--- src/rtl/mem_lsu_if.sv ---
// mem_lsu_if: handshaked data-memory bus between the load/store unit and memory.
interface mem_lsu_if #(
    parameter int ADDR_W = 32
);
    logic [ADDR_W-1:0] addr;
    logic              memread;
    logic              memwrite;
    logic [3:0]        be;
    logic [31:0]       wdata;
    logic [31:0]       rdata;
    logic              ready;

    modport master (output addr, memread, memwrite, be, wdata, input rdata, ready);
    modport slave  (input addr, memread, memwrite, be, wdata, output rdata, ready);
endinterface

--- src/rtl/mem_lsu.sv ---
// mem_lsu: MEM-stage load/store unit with byte lanes, wait states, stall and error reporting.
module mem_lsu #(
    parameter int ADDR_W     = 32,
    parameter int TIMEOUT    = 16,
    parameter int BIG_ENDIAN = 0
) (
    input  logic              clk,
    input  logic              rst_n,
    input  logic              req_valid,
    input  logic              req_we,
    input  logic [1:0]        req_size,
    input  logic              req_signed,
    input  logic [ADDR_W-1:0] req_addr,
    input  logic [31:0]       req_wdata,
    output logic              stall,
    output logic              resp_valid,
    output logic [31:0]       resp_rdata,
    output logic [1:0]        resp_err,
    mem_lsu_if.master         mem
);
    localparam int CW = (TIMEOUT == 0) ? 1 : $clog2(TIMEOUT + 1);

    typedef enum logic [1:0] {IDLE, BUSY, DONE} state_t;

    state_t        state;
    logic [CW-1:0] cnt;
    logic          we_q, sgn_q;
    logic [1:0]    size_q;
    logic          misaligned;
    logic [1:0]    lane;
    logic [3:0]    be_n;
    logic [31:0]   wdata_n;
    logic [7:0]    byte_sel;
    logic [15:0]   half_sel;
    logic [31:0]   load_data;

    assign misaligned = (req_size == 2'b11) | (req_size == 2'b01 & req_addr[0]) |
                        (req_size == 2'b10 & |req_addr[1:0]);
    // Big-endian mirrors the lane index; half selection then falls out of lane[1].
    assign lane    = (BIG_ENDIAN != 0) ? ~req_addr[1:0] : req_addr[1:0];
    assign be_n    = req_size == 2'b00 ? 4'b0001 << lane :
                     req_size == 2'b01 ? (lane[1] ? 4'b1100 : 4'b0011) : 4'b1111;
    assign wdata_n = req_size == 2'b00 ? {4{req_wdata[7:0]}} :
                     req_size == 2'b01 ? {2{req_wdata[15:0]}} : req_wdata;

    assign byte_sel  = mem.be[3] ? mem.rdata[31:24] : mem.be[2] ? mem.rdata[23:16] :
                       mem.be[1] ? mem.rdata[15:8] : mem.rdata[7:0];
    assign half_sel  = mem.be[3] ? mem.rdata[31:16] : mem.rdata[15:0];
    assign load_data = size_q == 2'b10 ? mem.rdata :
                       size_q == 2'b01 ? {{16{sgn_q & half_sel[15]}}, half_sel} :
                                         {{24{sgn_q & byte_sel[7]}}, byte_sel};

    assign stall = rst_n & ((state == IDLE & req_valid) | state == BUSY);

    always_ff @(posedge clk or negedge rst_n) begin
        if (!rst_n) begin
            state        <= IDLE;
            cnt          <= '0;
            we_q         <= 1'b0;
            sgn_q        <= 1'b0;
            size_q       <= 2'b00;
            mem.addr     <= '0;
            mem.memread  <= 1'b0;
            mem.memwrite <= 1'b0;
            mem.be       <= 4'b0000;
            mem.wdata    <= '0;
            resp_valid   <= 1'b0;
            resp_rdata   <= '0;
            resp_err     <= 2'b00;
        end else begin
            case (state)
                IDLE: if (req_valid) begin
                    we_q   <= req_we;
                    sgn_q  <= req_signed;
                    size_q <= req_size;
                    if (misaligned) begin
                        state      <= DONE;
                        resp_valid <= 1'b1;
                        resp_err   <= 2'b01;
                    end else begin
                        state        <= BUSY;
                        cnt          <= '0;
                        mem.addr     <= {req_addr[ADDR_W-1:2], 2'b00};
                        mem.memread  <= ~req_we;
                        mem.memwrite <= req_we;
                        mem.be       <= be_n;
                        mem.wdata    <= wdata_n;
                    end
                end
                BUSY: if (mem.ready) begin
                    state        <= DONE;
                    mem.memread  <= 1'b0;
                    mem.memwrite <= 1'b0;
                    resp_valid   <= 1'b1;
                    resp_rdata   <= we_q ? 32'h0 : load_data;
                    resp_err     <= 2'b00;
                end else if (TIMEOUT != 0 && cnt == CW'(TIMEOUT - 1)) begin
                    state        <= DONE;
                    mem.memread  <= 1'b0;
                    mem.memwrite <= 1'b0;
                    resp_valid   <= 1'b1;
                    resp_rdata   <= 32'h0;
                    resp_err     <= 2'b10;
                end else if (TIMEOUT != 0) begin
                    cnt <= cnt + 1'b1;
                end
                default: begin
                    state      <= IDLE;
                    resp_valid <= 1'b0;
                    resp_rdata <= '0;
                    resp_err   <= 2'b00;
                end
            endcase
        end
    end
endmodule

--- src/flat_wrapper.sv ---
// flat-port wrapper written by rule: the top's interface ports become plain ports
module mem_lsu_flat 
#(
    parameter int ADDR_W     = 32,
    parameter int TIMEOUT    = 16,
    parameter int BIG_ENDIAN = 0
)
  (clk, rst_n, req_valid, req_we, req_size, req_signed, req_addr, req_wdata, stall, resp_valid, resp_rdata, resp_err, mem_addr, mem_memread, mem_memwrite, mem_be, mem_wdata, mem_rdata, mem_ready);
  mem_lsu_if #(.ADDR_W(ADDR_W)) mem_i ();
  input  logic clk;
  input  logic rst_n;
  input  logic req_valid;
  input  logic req_we;
  input  logic [1:0] req_size;
  input  logic req_signed;
  input  logic [ADDR_W-1:0] req_addr;
  input  logic [31:0] req_wdata;
  output logic stall;
  output logic resp_valid;
  output logic [31:0] resp_rdata;
  output logic [1:0] resp_err;
  output wire logic [$bits(mem_i.addr)-1:0] mem_addr;
  output wire logic [$bits(mem_i.memread)-1:0] mem_memread;
  output wire logic [$bits(mem_i.memwrite)-1:0] mem_memwrite;
  output wire logic [$bits(mem_i.be)-1:0] mem_be;
  output wire logic [$bits(mem_i.wdata)-1:0] mem_wdata;
  input wire logic [$bits(mem_i.rdata)-1:0] mem_rdata;
  input wire logic [$bits(mem_i.ready)-1:0] mem_ready;
  assign mem_addr = mem_i.addr;
  assign mem_memread = mem_i.memread;
  assign mem_memwrite = mem_i.memwrite;
  assign mem_be = mem_i.be;
  assign mem_wdata = mem_i.wdata;
  assign mem_i.rdata = mem_rdata;
  assign mem_i.ready = mem_ready;
  mem_lsu #(.ADDR_W(ADDR_W), .TIMEOUT(TIMEOUT), .BIG_ENDIAN(BIG_ENDIAN)) u_core (.clk(clk), .rst_n(rst_n), .req_valid(req_valid), .req_we(req_we), .req_size(req_size), .req_signed(req_signed), .req_addr(req_addr), .req_wdata(req_wdata), .stall(stall), .resp_valid(resp_valid), .resp_rdata(resp_rdata), .resp_err(resp_err), .mem(mem_i));
endmodule
--- config.mk ---
export PLATFORM = sky130hd
export DESIGN_NAME = mem_lsu_flat
export DESIGN_NICKNAME = d
export VERILOG_FILES = /design/src/rtl/mem_lsu_if.sv /design/src/rtl/mem_lsu.sv /design/src/flat_wrapper.sv
export SDC_FILE = /design/constraint.sdc
export NUM_CORES = 1
export LEC_CHECK = 0
export ABC_AREA = 1
export BUFFER_PORTS_ARGS = -buffer_cell sky130_fd_sc_hd__buf_4
export CORE_MARGIN = 4
export CORE_UTILIZATION = 50
export CTS_BUF_LIST = sky130_fd_sc_hd__clkbuf_4 sky130_fd_sc_hd__clkbuf_8 sky130_fd_sc_hd__clkbuf_16
export DETAILED_ROUTE_END_ITERATION = 16
export PLACE_DENSITY = 0.81
export RECOVER_POWER = 50
export SLEW_MARGIN = 25
export SYNTH_ARGS = -nofsm -noshare
export SYNTH_HDL_FRONTEND = slang
export SYNTH_SLANG_ARGS = --single-unit
--- constraint.sdc ---
create_clock -name clk -period 2.1 [get_ports clk]
set_clock_uncertainty 0.05 [all_clocks]
set_input_delay 0.105 -clock clk [delete_from_list [all_inputs] [get_ports clk]]
set_output_delay 0.105 -clock clk [all_outputs]
set_load 0.02 [all_outputs]
==> results by group, run 1 <==
Run status
  • Outcome: complete, no violations

Clock tree
  • CTS clk-pin slew, worst paths: 0.05 ns
  • CTS H-tree depth: 4
  • # Post-CTS Setup Buffers: 0
  • Worst skew pair latency: 0.41 ns
  • Clock Sinks: 114
  • Root Driver: clkbuf_16
  • Number of buffers created by CTS: 17
  • CTS tree: built
  • Clk buf depth: 2

Pwr
  • Switching portion of total power: 0.4314
  • Final Power: 0.01192 W
  • Gate power share: 0.451
  • Leakage: 4.441 nW
  • Internal: 0.006776 W
  • Seq pwr share: 0.310
  • Psw: 0.005142 W
  • Clock power frac: 0.239
  • PD cells: 1394 nW/um^2
  • Peak VDD IR: 0.8294 mV

Timing
  • Pins Over Slew Limit: 0
  • Endpoints failing setup: 0
  • Fmax: 530.8 MHz
  • Slew @ Worst Pin: 1.215 ns
  • Final setup TNS: 0 ns
  • Final Critical Period: 1.884 ns
  • RSZ-0062 raised after global routing: false
  • Slew HR: 0.1898
  • Period utilization: 0.8970
  • Final Hold Fails: 0
  • Worst hold slack: 0.008830 ns

Route
  • Antenna violation net count after detailed routing: 0
  • Vias: 6,551
  • Drt first pass iters: 5
  • Number of remaining DRC errors: 0
  • Final wirelength: 20,230 um
  • Iter 0 DRT Violations: 708
  • Vias per Instance: 5.468
  • Avg WL per Cell: 16.89 um

Synthesis
  • Mapped cell area: 5858 um^2
  • Synth warn: 0
  • Share of the synthesized area in the top cell type: 0.4870
  • Combinational family with the most area after synthesis: simple AND/OR/NAND/NOR gates
  • #FFs+latches synth: 114
  • Simple-gate area share of the yosys netlist: 0.2868
  • Post-synth cell types: 31
  • Mux contribution to synthesized area: 0
  • Area leader, netlist: dfrtp_1
  • Cells after synthesis: 777
  • Post-synthesis adder-cell area fraction: 0.004272
  • XOR/XNOR share of the synthesized area: 0
  • Compound-Gate Fraction of Synth Area: 0.1461
  • Post-synth EDFFs: 0
  • Top cells by area, synth: dfrtp_1 49%, nand2_1 20%, o21ai_0 9.8%
  • Syn Area/Cell: 7.539 um^2
  • Synth Flop Type: dfrtp_1
  • Post-synthesis sequential area ratio: 0.4870
  • Fraction of registers with async set/reset: 1.000

Floorplan
  • Die ar.: 13,510 um^2
  • Num rows: 39
  • IO Pins: 210
  • Chip Height: 116.2 um
  • Core Area: 11,470 um^2
  • Initial core utilization: 0.5109
  • Die Wd: 116.2 um

Global routing
  • Overall global routing resource usage: 0.3056
  • Largest net degree at the start of global routing: 98
  • Initial antenna violation count: 0
  • First-pass GRT wire length: 32,160 um
  • GRT overflow: 0
  • Vias in the first global route: 6,529

Worst hold path
  • Worst hold-check path type: primary input to flip-flop
  • Hold Path Depth: 4

Critical path
  • Worst path bufs/invs: 3
  • CP Max Fanout: 56
  • CP Capture Type: flip-flop
  • Worst reg2reg path depth: 7
  • WP data arrival: 2.18 ns
  • Max incr delay on CP: 0.47 ns
  • CP Depth: 7
  • Required time of the critical path: 2.39 ns
  • Cell breakdown of the critical path: inv_1 -> nand2_1 -> inv_1 -> nand2_4 -> buf_4 -> o21ai_0 -> nand2_1
  • Kind of critical path: flip-flop to flip-flop
  • Worst Setup Start Kind: flip-flop
  • Crit-path leading delay family: buffers and inverters
  • CP max stage cell: buf_4

Layout
  • Filler cells: 834
  • Antenna cells: 0
  • Area growth syn-to-layout: 45.98%
  • Final Core Density: 0.7458
  • Ratio of cells with drive above 1 in the final layout: 0.2171
  • Final Net Count: 1,150

Place
  • IO buf count: 207
  • Gp weighted congestion: 0.8453
  • DP HPWL: 12,670 um

Run
  • Maxcap violations: 0
-- cells in the final DEF (no fill, tap or decap), drive strengths merged --
cell         instances
nand3               36
dlygate4sd3         69
o21a                 7
o21ai              121
a21boi               1
a21oi               33
conb                 2
clkbuf              73
nand2              309
or2                 10
clkinv               5
buf                171
nand4                1
o211ai               1
nor2                51
inv                 43
clkinvlp             3
bufinv               2
ha                   2
nor3                 1
dfrtp              114
-- path summary, 6_finish.rpt --
| check | from | endpoint | slack, ns |
|---|---|---|---|
| max | u_core.state[1]$_DFFE_PN0P_ | u_core.mem.wdata[2]$_DFFE_PN0P_ | 0.22 |
| min | req_valid | u_core.resp_valid$_DFFE_PN0P_ | 0.009 |
| max reg2reg | u_core.state[1]$_DFFE_PN0P_ | u_core.mem.wdata[2]$_DFFE_PN0P_ | 0.22 |
| min reg2reg | u_core.resp_valid$_DFFE_PN0P_ | u_core.resp_valid$_DFFE_PN0P_ | 0.43 |
| max in group asynchronous | rst_n | u_core.mem.be[1]$_DFFE_PN0P_ | 0.45 |
| min in group asynchronous | rst_n | u_core.mem.memread$_DFFE_PN0P_ | 0.07 |
-- cells by family (layout without fill, tap and decap cells) --
logic type | after synthesis | in the layout
compound gates | 163 | 163
fa+ha+maj | 2 | 2
buf+inv | 89 | 366
flops | 114 | 114
other cells | 1 | 2
simple gates | 408 | 408
-- Yosys cell counts, types with 6 or more instances --
master      n
nor2_1     44
clkbuf_1   16
dfrtp_1   114
inv_2       8
buf_4       6
o21a_1      7
buf_6       8
nand2_1   306
a21oi_1    33
inv_1      35
nand3_1    36
buf_2      10
o21ai_0   115
-- flip-flops by register name, summed over array words and instances (netlist names), 2 cells and up --
name,flops
u_core.state,2
u_core.mem.addr,30
u_core.resp_rdata,32
u_core.mem.be,4
u_core.mem.wdata,32
u_core.cnt,5
u_core.resp_err,2
u_core.size_q,2
-- power groups by stage --
| stage | Clock [W] | Combinational (W) | Sequential [W] |
|---|---|---|---|
| final | 0.00285 | 0.00538 | 0.00369 |
| after global routing | 0.00298 | 0.00589 | 0.00379 |
| after CTS | 0.00287 | 0.00562 | 0.00365 |
| after detailed placement | 0 | 0.00548 | 0.00364 |
| after global placement | 0 | 0.00536 | 0.00364 |
| after floorplan | 0 | 0.00226 | 0.00461 |
-- worst reg2reg max path, delay by kind of cell, from the launching register on --
family / cells / cell delay, ns
buffers and inverters: 3 / 0.65
AND/OR/NAND/NOR: 3 / 0.48
flip-flops: 1 / 0.38
AO/OA/AOI/OAI: 1 / 0.27
-- through the flow --
| step | setup slack (ns) | instance area (um^2) | cells |
|---|---|---|---|
| detailed placement | 0.2658 | 7477 | 1099 |
| CTS | 0.1553 | 8755 | 1198 |
| global route | 0.1148 | 8552 | 1198 |
| finish | 0.2162 | 8552 | 1198 |
| global placement | 0.3379 | 7477 | 1099 |
| floorplan | 0.4029 | 5862 | 778 |
-- final cells by class --
cell class | count | area [um^2] | area share
Multi-Input combinational cell | 575 | 2574 | 0.3010
Clock buffer | 21 | 480.5 | 0.05618
Sequential cell | 114 | 2853 | 0.3336
Clock inverter | 9 | 106.4 | 0.01244
Inverter | 44 | 165.2 | 0.01931
Timing Repair Buffer | 292 | 2195 | 0.2566
Tap cell | 143 | 178.9 | 0.02092
-- timing repair --
action / in CTS / in global routing
hold endpoints to repair: 180 / 0
hold buffers: 69 / 0
resized for setup: 0 / 2
endpoints found under the setup margin: 0 / 5
-- metal layers --
metal	vias up	GRT usage	part of all wire
li1	3013	-	-
met3	90	0.08497	0.10
met1	3014	0.3585	0.37
met4	0	0.1756	0.049
met2	434	0.5034	0.48
met5	-	0	0
No activity file was read; power rests on OpenSTA's default activity.
==> run 2: changes to the inputs <==
- SETUP_SLACK_MARGIN: unset -> 0.3
- clock period: 2.1 -> 2.3 ns (I/O delays scaled with it)
==> run 2 against run 1 <==
Setup slack better by 0.21 ns. Sequential share of layout area up 1.2 points. Sequential cell count unchanged. Sequential power down 7.6%. Global-route usage down 0.35 points. Worst hold slack better by 0.012 ns. Core utilization down 2.7 points. Critical path depth up 2. Critical endpoint is now u_core.mem.wdata[27]$_DFFE_PN0P_. Highest routed layer unchanged.
==> results by group, run 2 (synthesis results as in run 1) <==
Timing
  • RSZ-0062 raised after global routing: false
  • Pins Over Slew Limit: 0 (unchanged)
  • Slew HR: 0.2327 (+0.04289)
  • Fmax: 534.1 MHz
  • Endpoints failing setup: 0 (unchanged)
  • Final setup TNS: 0 ns (unchanged)
  • Final Hold Fails: 0 (unchanged)
  • Worst setup margin: 0.4277 ns (+0.2115 ns)
  • Period utilization: 0.8140
  • Slew @ Worst Pin: 1.151 ns (-0.06434 ns)
  • Worst hold slack: 0.02117 ns (+0.01234 ns)
  • Final Critical Period: 1.872 ns

Layout
  • Largest regs: u_core.mem.wdata: 32 flops, u_core.resp_rdata: 32 flops, u_core.mem.addr: 30 flops
  • Final Cell Area: 8245 um^2 (-3.6%)
  • Leading cell type in the layout, fill and taps excluded: nand2_1
  • Final Net Count: 1,142 (-0.70%)
  • Final Core Density: 0.7190 (-0.02673)
  • Ratio of cells with drive above 1 in the final layout: 0.1706 (-0.04642)
  • Area growth syn-to-layout: 40.75%
  • Commonest non-fill, non-tap cells in the layout: 306 x nand2_1, 116 x buf_4, 115 x o21ai_0

Floorplan
  • Die ar.: 13,510 um^2 (unchanged)
  • Num rows: 39 (unchanged)
  • Core Area: 11,470 um^2 (unchanged)
  • Die Wd: 116.2 um (unchanged)
  • Initial core utilization: 0.5109 (unchanged)
  • IO Pins: 210 (unchanged)
  • Chip Height: 116.2 um (unchanged)

Global routing
  • GRT overflow: 0 (unchanged)
  • Vias in the first global route: 6,496 (-0.51%)
  • Met3 Usage GRT: 0.1041 (+0.01917)
  • Busiest grt layer: met2
  • First-pass GRT wire length: 31,800 um (-1.1%)
  • Largest net degree at the start of global routing: 85 (-13%)
  • M1 GR Usage: 0.3625 (+0.003940)
  • Met2 usage: 0.5031 (about the same)
  • Initial antenna violation count: 0 (unchanged)
  • Overall global routing resource usage: 0.3021 (-0.003453)

Clock tree
  • Root Driver: clkbuf_16
  • Number of buffers created by CTS: 17 (unchanged)
  • Clock Sinks: 114 (unchanged)
  • CTS H-tree depth: 4 (unchanged)
  • Worst skew pair latency: 0.41 ns (about the same)
  • Clk buf depth: 2 (unchanged)
  • # Post-CTS Setup Buffers: 0 (unchanged)
  • CTS tree: built
  • CTS clk-pin slew, worst paths: 0.06 ns (about the same)

Route
  • Final wirelength: 19,980 um (-1.3%)
  • Vias: 6,430 (-1.8%)
  • Vias per Instance: 5.390 (-1.4%)
  • Drt first pass iters: 5 (unchanged)
  • Number of remaining DRC errors: 0 (unchanged)
  • Iter 0 DRT Violations: 566 (-20%)
  • Antenna violation net count after detailed routing: 0 (unchanged)
  • Avg WL per Cell: 16.74 um (-0.85%)

Critical path
  • Cell breakdown of the critical path: dlygate4sd3_1 -> buf_4 -> inv_2 -> nor2_2 -> nand2_1 -> nand3_1 -> dlygate4sd3_1 -> nand2_1 -> nand2_1
  • Most used cell, CP: nand2_1
  • CP Max Fanout: 14 (-75%)
  • Worst Setup Start Kind: primary input
  • R2r setup slk: 0.43 ns (+0.21 ns)
  • CP Capture Type: flip-flop
  • Worst reg2reg path depth: 10 (+3)
  • Max incr delay on CP: 0.55 ns (+0.08 ns)
  • Required time of the critical path: 2.59 ns (+0.20 ns)
  • Critical path destination: u_core.mem.wdata[27]$_DFFE_PN0P_
  • CP startpoint: req_size[0]
  • R2R Path Start: u_core.cnt[0]$_DFFE_PN0P_
  • CP max stage cell: dlygate4sd3_1
  • Kind of critical path: primary input to flip-flop
  • WP data arrival: 2.16 ns (-0.02 ns)
  • Reg2reg end: u_core.resp_rdata[16]$_DFFE_PN0P_

Place
  • Gp weighted congestion: 0.8533 (+0.95%)
  • DP HPWL: 12,610 um (-0.49%)
  • IO buf count: 207 (unchanged)
  • Area after DPL: 7422 um^2 (-0.74%)
  • Pre-CTS setup slack: 0.3338 ns (+0.06796 ns)

Worst hold path
  • Worst hold-check path type: primary input to flip-flop
  • Hold_sp: mem_rdata[31]

Run status
  • Outcome: complete, no violations

Pwr
  • Peak VDD IR: 0.6909 mV (-17%)
  • PD cells: 1241 nW/um^2 (-11%)
  • Leakage: 4.187 nW (-5.7%)

Run
  • Maxcap violations: 0 (unchanged)
-- run 2: changes by cell type in the layout (fill, tap and decap cells not counted), sizes merged, moves of 2 or more --
cell	delta
buf	-53
clkbuf	+45
clkinv	+4
dlygate4sd3	-4
inv	+3
bufinv	-2
-- run 2: through the flow --
stage / total power (W) / cells
2_1_floorplan: 0.006274 / 778
3_5_place_dp: 0.008257 / 1095
5_1_grt: 0.01091 / 1192
6_report: 0.01024 / 1193
3_3_place_gp: 0.008151 / 1095
4_1_cts: 0.01075 / 1192
-- run 2: critical path: cells and delay by family --
kind	cells	cell delay [ns]
buf+inv	4	1.33
simple gates	5	0.70
-- run 2: per-layer routing --
metal | wire (um) | vias up
li1 | - | 2996
met4 | 593 | 0
met3 | 2124 | 50
met1 | 7417 | 2990
met2 | 9841 | 394
met5 | 0 | -
-- run 2: how the worst min path moves through the flow --
stage / end / slack [ns] / depth (start not counted)
4_1_cts: u_core.mem.wdata[14]$_DFFE_PN0P_ / 0.008 / 5
3_3_place_gp: u_core.resp_rdata[4]$_DFFE_PN0P_ / 0.03 / 1
3_5_place_dp: u_core.resp_rdata[4]$_DFFE_PN0P_ / 0.03 / 1
5_1_grt: u_core.resp_rdata[14]$_DFFE_PN0P_ / 0.03 / 5
2_1_floorplan: u_core.cnt[0]$_DFFE_PN0P_ / -0.23 / 0
6_report: u_core.resp_rdata[31]$_DFFE_PN0P_ / 0.02 / 5
-- run 2: final cells by class --
class / instances / area, um^2
diodes: 1 / 2.502
multi-input cells: 575 / 2574
clock buffers: 17 / 425.4
inverters: 44 / 165.2
flip-flops and latches: 114 / 2853
well taps: 143 / 178.9
repair buffers: 284 / 1936
fillers: 917 / 3222
clock inverters: 15 / 111.4
-- run 2: power breakdown --
group / total, W / internal [W] / switching [W]
Clock: 0.00237 / 0.00138 / 0.000987
Sequential: 0.00341 / 0.00282 / 0.000582
Combinational: 0.00446 / 0.00133 / 0.00313
-- run 2: timing repair --
item,CTS,global route
endpoints found under the setup margin,2,37
cloned,0,0
endpoints found under the hold margin,90,0
hold buffers,65,0
resized for setup,1,5
